===== config.mk =====
export PLATFORM = sky130hd
export DESIGN_NAME = bus_drvr_fifo
export DESIGN_NICKNAME = d
export VERILOG_FILES = /design/src/rtl/bus_drvr_fifo.sv
export SDC_FILE = /design/constraint.sdc
export NUM_CORES = 1
export LEC_CHECK = 0
export BUFFER_PORTS_ARGS = -buffer_cell sky130_fd_sc_hd__buf_2
export CAP_MARGIN = 30
export CORE_MARGIN = 3
export CORE_UTILIZATION = 60
export DETAILED_ROUTE_END_ITERATION = 6
export PLACE_DENSITY_LB_ADDON = 0.3
export SLEW_MARGIN = 20
export SYNTH_ARGS = -nofsm -noshare
export SYNTH_HDL_FRONTEND = slang
export SYNTH_SLANG_ARGS = --single-unit

===== constraint.sdc =====
create_clock -name clk -period 3.2 [get_ports clk]
set_input_delay 0.32 -clock clk [delete_from_list [all_inputs] [get_ports clk]]
set_output_delay 0.32 -clock clk [all_outputs]
set_load 0.005 [all_outputs]

===== src/rtl/bus_drvr_fifo.sv =====
// Per-driver show-ahead transmit FIFO between a driver agent and the shared bus.
// Define BUS_FIFO_STATS_EN to add push/pop/drop counters and a constant driver-id port.
module bus_drvr_fifo #(
  parameter int PCKG_SZ = 16,
  parameter int DEPTH   = 10,
  parameter int DRVRS   = 4,
  parameter int DRVR_ID = 0
) (
  input  logic                       clk,
  input  logic                       reset,
  input  logic                       push,
  input  logic [PCKG_SZ-1:0]         D_push,
  input  logic                       pop,
  output logic [PCKG_SZ-1:0]         D_pop,
  output logic                       pndng,
  output logic                       full,
  output logic [$clog2(DEPTH+1)-1:0] count,
  output logic                       ovf,
  output logic                       udf
`ifdef BUS_FIFO_STATS_EN
  ,
  output logic [15:0]                push_cnt,
  output logic [15:0]                pop_cnt,
  output logic [15:0]                drop_cnt,
  output logic [((DRVRS > 1) ? $clog2(DRVRS) : 1)-1:0] drvr_id
`endif
);

  localparam int CNT_W = $clog2(DEPTH + 1);
  localparam int PTR_W = $clog2(DEPTH);

  localparam logic [CNT_W-1:0] CNT_FULL = CNT_W'(DEPTH);
  localparam logic [CNT_W-1:0] CNT_ONE  = CNT_W'(1);
  localparam logic [CNT_W-1:0] CNT_ZERO = {CNT_W{1'b0}};
  localparam logic [PTR_W-1:0] PTR_LAST = PTR_W'(DEPTH - 1);
  localparam logic [PTR_W-1:0] PTR_ONE  = PTR_W'(1);
  localparam logic [PTR_W-1:0] PTR_ZERO = {PTR_W{1'b0}};

  logic [PCKG_SZ-1:0] mem_r [DEPTH];
  logic [PTR_W-1:0]   wr_ptr_r;
  logic [PTR_W-1:0]   rd_ptr_r;
  logic [CNT_W-1:0]   count_r;
  logic [CNT_W-1:0]   count_nxt_s;
  logic               ovf_r;
  logic               udf_r;
  logic               push_ok_s;
  logic               pop_ok_s;
  logic               ovf_set_s;
  logic               udf_set_s;

  // DEPTH need not be a power of two, so the wrap is an explicit compare.
  function automatic logic [PTR_W-1:0] ptr_inc(input logic [PTR_W-1:0] p);
    if (p == PTR_LAST) begin
      return PTR_ZERO;
    end else begin
      return p + PTR_ONE;
    end
  endfunction

  // Accept/flag decode and next occupancy; a pop at full frees the slot the push reuses.
  always_comb begin
    pop_ok_s    = pop && (count_r != CNT_ZERO);
    push_ok_s   = push && ((count_r != CNT_FULL) || pop);
    ovf_set_s   = push && !push_ok_s;
    udf_set_s   = pop && !pop_ok_s;
    count_nxt_s = count_r;
    case ({push_ok_s, pop_ok_s})
      2'b10:   count_nxt_s = count_r + CNT_ONE;
      2'b01:   count_nxt_s = count_r - CNT_ONE;
      default: count_nxt_s = count_r;
    endcase
  end

  // Pointer, occupancy and sticky error flag registers.
  always_ff @(posedge clk or negedge reset) begin
    if (!reset) begin
      wr_ptr_r <= PTR_ZERO;
      rd_ptr_r <= PTR_ZERO;
      count_r  <= CNT_ZERO;
      ovf_r    <= 1'b0;
      udf_r    <= 1'b0;
    end else begin
      if (push_ok_s) begin
        wr_ptr_r <= ptr_inc(wr_ptr_r);
      end
      if (pop_ok_s) begin
        rd_ptr_r <= ptr_inc(rd_ptr_r);
      end
      count_r <= count_nxt_s;
      if (ovf_set_s) begin
        ovf_r <= 1'b1;
      end
      if (udf_set_s) begin
        udf_r <= 1'b1;
      end
    end
  end

  // Packet storage; reset leaves contents alone since count gates visibility.
  always_ff @(posedge clk) begin
    if (push_ok_s) begin
      mem_r[wr_ptr_r] <= D_push;
    end
  end

  // Show-ahead head; forced to zero when empty so stale storage never leaks out.
  always_comb begin
    if (count_r != CNT_ZERO) begin
      D_pop = mem_r[rd_ptr_r];
    end else begin
      D_pop = {PCKG_SZ{1'b0}};
    end
  end

  assign count = count_r;
  assign pndng = (count_r != CNT_ZERO);
  assign full  = (count_r == CNT_FULL);
  assign ovf   = ovf_r;
  assign udf   = udf_r;

`ifdef BUS_FIFO_STATS_EN
  localparam int ID_W = (DRVRS > 1) ? $clog2(DRVRS) : 1;

  logic [15:0] push_cnt_r;
  logic [15:0] pop_cnt_r;
  logic [15:0] drop_cnt_r;

  function automatic logic [15:0] sat_inc(input logic [15:0] v);
    if (v == 16'hFFFF) begin
      return v;
    end else begin
      return v + 16'h0001;
    end
  endfunction

  // Saturating activity counters.
  always_ff @(posedge clk or negedge reset) begin
    if (!reset) begin
      push_cnt_r <= 16'h0000;
      pop_cnt_r  <= 16'h0000;
      drop_cnt_r <= 16'h0000;
    end else begin
      if (push_ok_s) begin
        push_cnt_r <= sat_inc(push_cnt_r);
      end
      if (pop_ok_s) begin
        pop_cnt_r <= sat_inc(pop_cnt_r);
      end
      if (ovf_set_s) begin
        drop_cnt_r <= sat_inc(drop_cnt_r);
      end
    end
  end

  assign push_cnt = push_cnt_r;
  assign pop_cnt  = pop_cnt_r;
  assign drop_cnt = drop_cnt_r;
  assign drvr_id  = ID_W'(DRVR_ID);
`endif

endmodule


# Yosys cells after proc, flatten, opt, wreduce, memory -nomap -nowiden
# Memories as Yosys holds them, arrays and structs flattened.
# Cells that the tools add are included.
[word_totals]
register_bits = 14
mem_bits_rw = 160
n_memories = 1
[mem_list]
columns = ["name", "depth", "word_bits", "read_ports", "rd_ports_with_merged_regs", "write_ports", "line", "rtl"]
rows = [
  ["mem_r", 10, 16, 1, 0, 1, "39", "logic [PCKG_SZ-1:0] mem_r [DEPTH];"],
]
[classes]
n_addsub = 4
eq_ne = 6
mux = 6
n_reduce_logical = 9
[op_table]
columns = ["op", "count"]
rows = [
  ["$mux W16", 1],
  ["$add A4 B1 Y4 const B", 3],
  ["$eq A4 B4 Y1 const B", 3],
  ["$mux W4", 2],
  ["$pmux W4 S2", 1],
  ["$logic_and A1 B1 Y1", 4],
  ["$ne A4 B4 Y1 const B", 1],
  ["$reduce_bool A4 Y1", 1],
  ["$sub A4 B1 Y4 const B", 1],
  ["$eq A2 B1 Y1 const B", 1],
  ["$eq A2 B2 Y1 const B", 1],
  ["$logic_not A1 Y1", 2],
  ["$mux W1", 2],
  ["$reduce_bool A2 Y1", 1],
  ["$logic_or A1 B1 Y1", 1],
]

# Depth between registers and ports, before layout
# Gate-level depths: netlist of run 1.
[depth]
word_depth = 5
depth_mapped = 10

# Least setup slack after synthesis of run 1
# Ideal clock, no wire load.
[synth_timing]
path_kind = "register -> register"
start = "register count_r[2] (netlist: count[2])"
end = "memory mem_r[8][0] (enable)"
setup_time_ps = 430
arrival_time_ps = 2458
path_slack_ps = 312
stages_incl_launch_ff = 4
period_less_slack_ps = 2888
cell_sequence = "dfrtp_1 -> nand4bb_1 -> o21ai_2 -> nor4_1"
[synth_via]
elab_chain_cells = 5
[synth_rtl]
columns = ["element", "line", "rtl"]
rows = [
  ["start: declaration", "42", "logic [CNT_W-1:0] count_r;"],
  ["start signal: assignment", "89", "count_r <= count_nxt_s;"],
  ["$ne A4 B4 Y1", "63", "push_ok_s = push && ((count_r != CNT_FULL) || pop);"],
  ["$logic_or A1 B1 Y1", "63", ""],
  ["$logic_and A1 B1 Y1", "63", ""],
  ["$mux W1", "101", "if (push_ok_s) begin"],
  ["$mux W1 (implied by the code)", "102", "mem_r[wr_ptr_r] <= D_push;"],
  ["end: declaration", "39", ""],
]
# No other way between the ends.

# Worst setup path in the final report of run 1
[layout_timing]
start = "register rd_ptr_r[0]"
end = "output D_pop[15]"
[layout_via]
elab_chain_cells = 2
[layout_rtl]
columns = ["element", "line", "rtl"]
rows = [
  ["start: declaration", "41", "logic [PTR_W-1:0] rd_ptr_r;"],
  ["start signal: assignment", "87", "rd_ptr_r <= ptr_inc(rd_ptr_r);"],
  ["$mem_v2 Z10 W16", "n/a", ""],
  ["$mux W16", "108", "if (count_r != CNT_ZERO) begin"],
  ["end: declaration", "14", "output logic [PCKG_SZ-1:0] D_pop,"],
]
# No other way between the ends.

==> results.json, run 1 <==
{
  "period_needed_ns": 2.56,
  "drv_slew": 0,
  "worst_ep_arrival_time_ns": 2.24,
  "max_slew_margin": 0.478,
  "core_um2": 11000,
  "synth_top_area_frac": 0.702,
  "hold_violations": 0,
  "endpoint_kind": "output port",
  "n_antenna_cell": 0,
  "ioPinCount": 44,
  "maxCapViolCount": 0,
  "portBuffers": 43,
  "place_area_um2": 7300,
  "dieArea_um2": 12700,
  "via_count": 3503,
  "ctsResizeCount": 0,
  "clock_sinks": 174,
  "place_worst_setup_slack_ns": 0.695,
  "gp_congestion": 0.767,
  "grt_usage": 0.223,
  "finalSetupTns_ns": 0,
  "start_kind": "flop",
  "worst_pin_slew_ns": 0.780,
  "fin_nets": 433,
  "routedWlPerCell_um": 23.2,
  "placed_cells": 529,
  "synth.avg_cell_area_um2": 19.8,
  "setup_slack_ns": 0.638,
  "synthArstFlopShare": 0.0805,
  "ys_seq_area_frac": 0.753,
  "synth_area_leaders": "edfxtp_1 (70%), mux4_2 (11%), dfrtp_1 (5.1%)",
  "design_area_um2": 7910,
  "max_freq_mhz": 390,
  "fp.dieW_um": 113,
  "areaGrowthSynthToFinish_pct": 15.5,
  "grt_pass1_vias": 3622,
  "critPathRequiredTime_ns": 2.88,
  "die_h_um": 113,
  "drt_first_pass_iters": 4,
  "p_per_area_nw_per_um2": 892,
  "fin_cells": 563,
  "p_total_mw": 7.06,
  "synthCells": 345,
  "layout-drive-gt1-share": 0.329,
  "clk_latency_ns": 0.42,
  "outcome": "complete, no violations",
  "viasPerCell": 6.22,
  "clockRootBuffer": "clkbuf_16",
  "grt_pass1_wl_um": 20500,
  "hp-class": "in2reg",
  "ys_warn_count": 0,
  "ys.flop_type": "edfxtp_1",
  "routed_wl_um": 13100,
  "cp_slowest_cell": "mux4_2",
  "grt_overflow": 0,
  "fillers": 640,
  "synth.most_common_cell": "edfxtp_1",
  "place_hpwl_um": 7800,
  "hold_buffers": 1,
  "path_max_fanout": 22,
  "synth_common_cells": "edfxtp_1 (160), mux4_2 (32), o22ai_1 (17)",
  "grt_max_degree": 23,
  "drc": 0,
  "ant_nets": 0,
  "drtIter0Drc": 232,
  "yosysUniqueCellTypes": 39,
  "synth_top_cell_by_area": "edfxtp_1",
  "synth_area_um2": 6840,
  "cts_max_level": 4,
  "fp-row-count": 38,
  "clk_pin_slew_ns": 0.06,
  "path_cells": "buf_4 > mux4_2 > o22ai_1 > a211oi_1 > buf_2",
  "start_util": 0.623,
  "clk_path_buf_depth": 2,
  "ys_ff_latch": 174,
  "seqCellArea_um2": 5160,
  "fin_skew_ns": 0.00423,
  "syn_nets": 368,
  "post-cts-setup-buffers": 0,
  "setup_violations": 0,
  "slowest_delay_ns": 0.57,
  "path_class": "reg2out",
  "multiInputGateArea_um2": 1570,
  "synth_edf_count": 160,
  "cts_buffers": 17,
  "grt_setup_unrepaired": "false",
  "vdd.ir_drop.worst_v": 0.000698,
  "cts_tree": "built",
  "min_period_over_period": 0.801,
  "p_leak_nw": 2.72,
  "antenna_found_initial": 0
}
==> routing by layer <==
layer / share of wire / global-route usage / routed length [µm] / up-vias
met5: 0 / 0 / 0 / -
met4: 0.026 / 0.101 / 346 / 0
met2: 0.49 / 0.349 / 6450 / 106
met3: 0.045 / 0.0545 / 592 / 30
li1: - / - / - / 1551
met1: 0.43 / 0.301 / 5670 / 1816
==> through the flow <==
step / util / hold WS, ns
after floorplan: - / 0.0244
after global placement: 0.665 / 0.230
after detailed placement: 0.665 / 0.232
after CTS: 0.719 / 0.171
after global routing: 0.720 / 0.188
final: 0.720 / 0.197
==> worst max-delay path, delay by kind of cell, from the launching register on <==
family	cells	cell delay, ns
buf+inv	2	0.56
mux	1	0.57
compound gates	2	0.31
flops	1	0.38
==> cells in the final DEF (no fill, tap or decap), types with 2 or more instances in the layout <==
| cell | count |
|---|---|
| mux4_2 | 32 |
| nand2b_1 | 4 |
| buf_2 | 43 |
| clkinv_2 | 5 |
| a21o_1 | 2 |
| clkbuf_1 | 2 |
| nor2_1 | 9 |
| o22ai_1 | 17 |
| clkbuf_16 | 17 |
| edfxtp_1 | 160 |
| a21oi_1 | 3 |
| a211oi_1 | 16 |
| xnor2_1 | 5 |
| nand2_1 | 5 |
| or3_1 | 2 |
| nand3_1 | 3 |
| ha_1 | 3 |
| bufinv_16 | 3 |
| xor2_1 | 4 |
| clkinv_4 | 2 |
| clkinv_1 | 2 |
| nor3_2 | 3 |
| inv_1 | 6 |
| buf_4 | 21 |
| dfrtp_1 | 13 |
| o21ai_0 | 4 |
| mux2i_1 | 16 |
==> area by class of cell <==
class | count | share of cell area
sequential | 174 | 0.652
multi-input combinational | 144 | 0.199
clock buffer | 19 | 0.0547
timing repair buffer | 66 | 0.0503
tap | 140 | 0.0222
clock inverter | 13 | 0.0187
inverter | 7 | 0.00332
==> registers in the layout, summed over array words and instances, names as in the netlist <==
| name | count |
|---|---|
| mem_r | 160 |
| count | 4 |
| rd_ptr_r | 4 |
| wr_ptr_r | 4 |
| ovf | 1 |
| udf | 1 |
==> path summary, 6_finish.rpt <==
kind	cells past startpoint	end	slack, ns	from
max	5	D_pop[15]	0.64	rd_ptr_r[0]$_DFFE_PN0P_
min	1	mem_r[5][1]$_DFFE_PP_	0.20	D_push[1]
max reg2reg	9	count[2]$_DFFE_PN0P_	0.69	count[2]$_DFFE_PN0P_
min reg2reg	1	udf$_DFFE_PN0P_	0.46	udf$_DFFE_PN0P_
max in group asynchronous	2	rd_ptr_r[0]$_DFFE_PN0P_	2.62	reset
min in group asynchronous	2	count[0]$_DFFE_PN0P_	0.32	reset
==> power breakdown <==
group          internal [mW]  switching, mW  total [mW]
combinational           1.00           1.10        2.10
clock                   1.22          0.798        2.01
sequential              2.77          0.174        2.94
==> logic make-up after synthesis <==
family,after synthesis,share of synthesized area
DFF,174,0.753
muxes,50,0.133
AOI/OAI and AO/OA,46,0.0453
and+or+nand+nor,36,0.0313
buffers and inverters,27,0.0207
xor gates and xnor gates,9,0.0115
adders and majority gates,3,0.00549
(Power assumes the default switching activity.)
==> inputs of run 2 (changes only) <==
clock period = 2.4 ns   (was 3.2 ns; I/O delays follow)
==> run 2 against run 1 <==
Non-clock buffer count grew 3; global-route usage grew 2.0 points; cell count grew 0.36%; critical path depth grew 1; sequential power grew 35%; sequential share of layout area shrank 1.9 points; via count grew 1.4%; clock power grew 56%; final area grew 2.9%; first-iteration DRC count grew 50%; utilization grew 2.1 points; die area is the same; highest routed layer unchanged.
==> results.json, run 2 (synthesized netlist as in run 1, its figures left out) <==
{
  "drv_slew": 0,
  "layout-drive-gt1-share": 0.346,
  "via_count": 3553,
  "largest_register_ffs": 160,
  "r2r_end": "count[2]$_DFFE_PN0P_",
  "start_util": 0.623,
  "fp-row-count": 38,
  "drt_first_pass_iters": 4,
  "place_hpwl_um": 7800,
  "drc": 0,
  "grt_max_degree": 36,
  "hold_violations": 0,
  "reg2reg_from": "count[2]$_DFFE_PN0P_",
  "antenna_found_initial": 0,
  "cts_buffers": 17,
  "grt_usage": 0.243,
  "swShare": 0.289,
  "comb_power_share": 0.303,
  "final_util": 0.741,
  "cts_max_level": 4,
  "worst_ep_arrival_time_ns": 2.10,
  "reg2reg_depth": 9,
  "grt_overflow": 0,
  "clockRootBuffer": "clkbuf_16",
  "design_area_um2": 8140,
  "finalSetupTns_ns": 0,
  "fin_cells": 565,
  "fin_nets": 436,
  "grt_pass1_wl_um": 22000,
  "fillers": 601,
  "grt_setup_unrepaired": "true",
  "place_area_um2": 7370,
  "portBuffers": 43,
  "path_max_fanout": 15,
  "ant_nets": 0,
  "layout_commonest_cell": "edfxtp_1",
  "max_slew_margin": 0.663,
  "start_kind": "flop",
  "worst_pin_slew_ns": 0.505,
  "clk_path_buf_depth": 2,
  "drtIter0Drc": 347,
  "path_class": "reg2out",
  "outcome": "complete, no violations",
  "areaGrowthSynthToFinish_pct": 18.9,
  "gp_congestion": 0.806,
  "fin_skew_ns": 0.00744,
  "placed_cells": 530,
  "routedWlPerCell_um": 25.1,
  "p_switching_mw": 2.94,
  "routed_wl_um": 14200,
  "seqPwrFrac": 0.389,
  "setup_violations": 0,
  "cts_tree": "built",
  "clock_sinks": 174,
  "ioPinCount": 44,
  "internal_power_mw": 7.24,
  "p_leak_nw": 2.80,
  "endpoint_kind": "output port",
  "min_period_over_period": 0.973,
  "clock_power_share": 0.308,
  "holdPathEnd": "mem_r[9][8]$_DFFE_PP_",
  "dieArea_um2": 12700,
  "die_h_um": 113,
  "hp-class": "in2reg",
  "vdd.ir_drop.worst_v": 0.00137,
  "p_total_mw": 10.2,
  "r2r_setup_slack_ns": 0.18,
  "period_needed_ns": 2.34,
  "min-delay-start": "D_push[8]",
  "critPathRequiredTime_ns": 2.16,
  "core_um2": 11000,
  "fp.dieW_um": 113,
  "max_freq_mhz": 428,
  "largest_register": "mem_r",
  "p_per_area_nw_per_um2": 1250,
  "viasPerCell": 6.29,
  "final_cell_mix": "edfxtp_1 (160), buf_2 (43), mux4_2 (32), buf_4 (18), clkbuf_16 (17)",
  "clk_pin_slew_ns": 0.06,
  "grt_pass1_vias": 3703,
  "clk_latency_ns": 0.43,
  "holdPathStages": 1,
  "maxCapViolCount": 0,
  "n_antenna_cell": 0
}
## run 2: worst max path at each step
| stage | from | endpoint | slack [ns] | depth (start not counted) |
|---|---|---|---|---|
| final | rd_ptr_r[0]$_DFFE_PN0P_ | D_pop[1] | 0.06 | 6 |
| after global routing | rd_ptr_r[0]$_DFFE_PN0P_ | D_pop[7] | -0.02 | 5 |
| after CTS | rd_ptr_r[0]$_DFFE_PN0P_ | D_pop[7] | -0.01 | 5 |
| after detailed placement | count[2]$_DFFE_PN0P_ | count[2]$_DFFE_PN0P_ | 0.15 | 9 |
| after global placement | count[2]$_DFFE_PN0P_ | count[2]$_DFFE_PN0P_ | 0.31 | 9 |
| after floorplan | count[2]$_DFFE_PN0P_ | mem_r[2][0]$_DFFE_PP_ | 0.07 | 4 |
## run 2: power groups by stage
stage / registers [mW] / clock network, mW / logic (mW)
3_5_place_dp: 4.00 / 0 / 2.87
3_3_place_gp: 3.97 / 0 / 2.80
5_1_grt: 4.00 / 3.30 / 3.33
6_report: 3.96 / 3.13 / 3.09
4_1_cts: 3.96 / 3.17 / 3.02
2_1_floorplan: 3.88 / 0 / 2.04
## run 2: area by class of cell
type / instances / area, µm² / share of cell area
clock buffers: 19 / 433 / 0.0532
flip-flops and latches: 174 / 5160 / 0.634
clock inverters: 12 / 241 / 0.0297
repair buffers: 69 / 499 / 0.0613
multi-input cells: 144 / 1610 / 0.198
well taps: 140 / 175 / 0.0215
inverters: 7 / 26.3 / 0.00323
## run 2: stage by stage
stage	hold slack [ns]	worst slack (ns)
finish	0.115	0.0642
global route	0.113	-0.0180
CTS	0.0880	-0.0103
detailed placement	0.150	0.152
global placement	0.149	0.306
floorplan	-0.0556	0.0691
## run 2: layer usage
metal	share of wire	track usage	vias to the layer above
met3	0.054	0.0642	19
met1	0.43	0.331	1868
met2	0.50	0.381	117
met5	0	0	-
li1	-	-	1549
met4	0.015	0.0962	0
## run 2: worst max-delay path, cell delays in order (launching register included)
cell,delay (ns)
dfrtp_2,0.46
buf_12,0.13
buf_16,0.17
mux4_2,0.54
o22ai_2,0.16
a211oi_1,0.06
buf_2,0.14
## run 2: what timing repair did
item / CTS / global route
setup endpoints to repair: 4 / 15
cloned: 1 / 0
hold endpoints to repair: 14 / 0
setup buffers: 0 / 2
pin swaps: 0 / 1
resized for setup: 0 / 8
hold buffers: 1 / 0
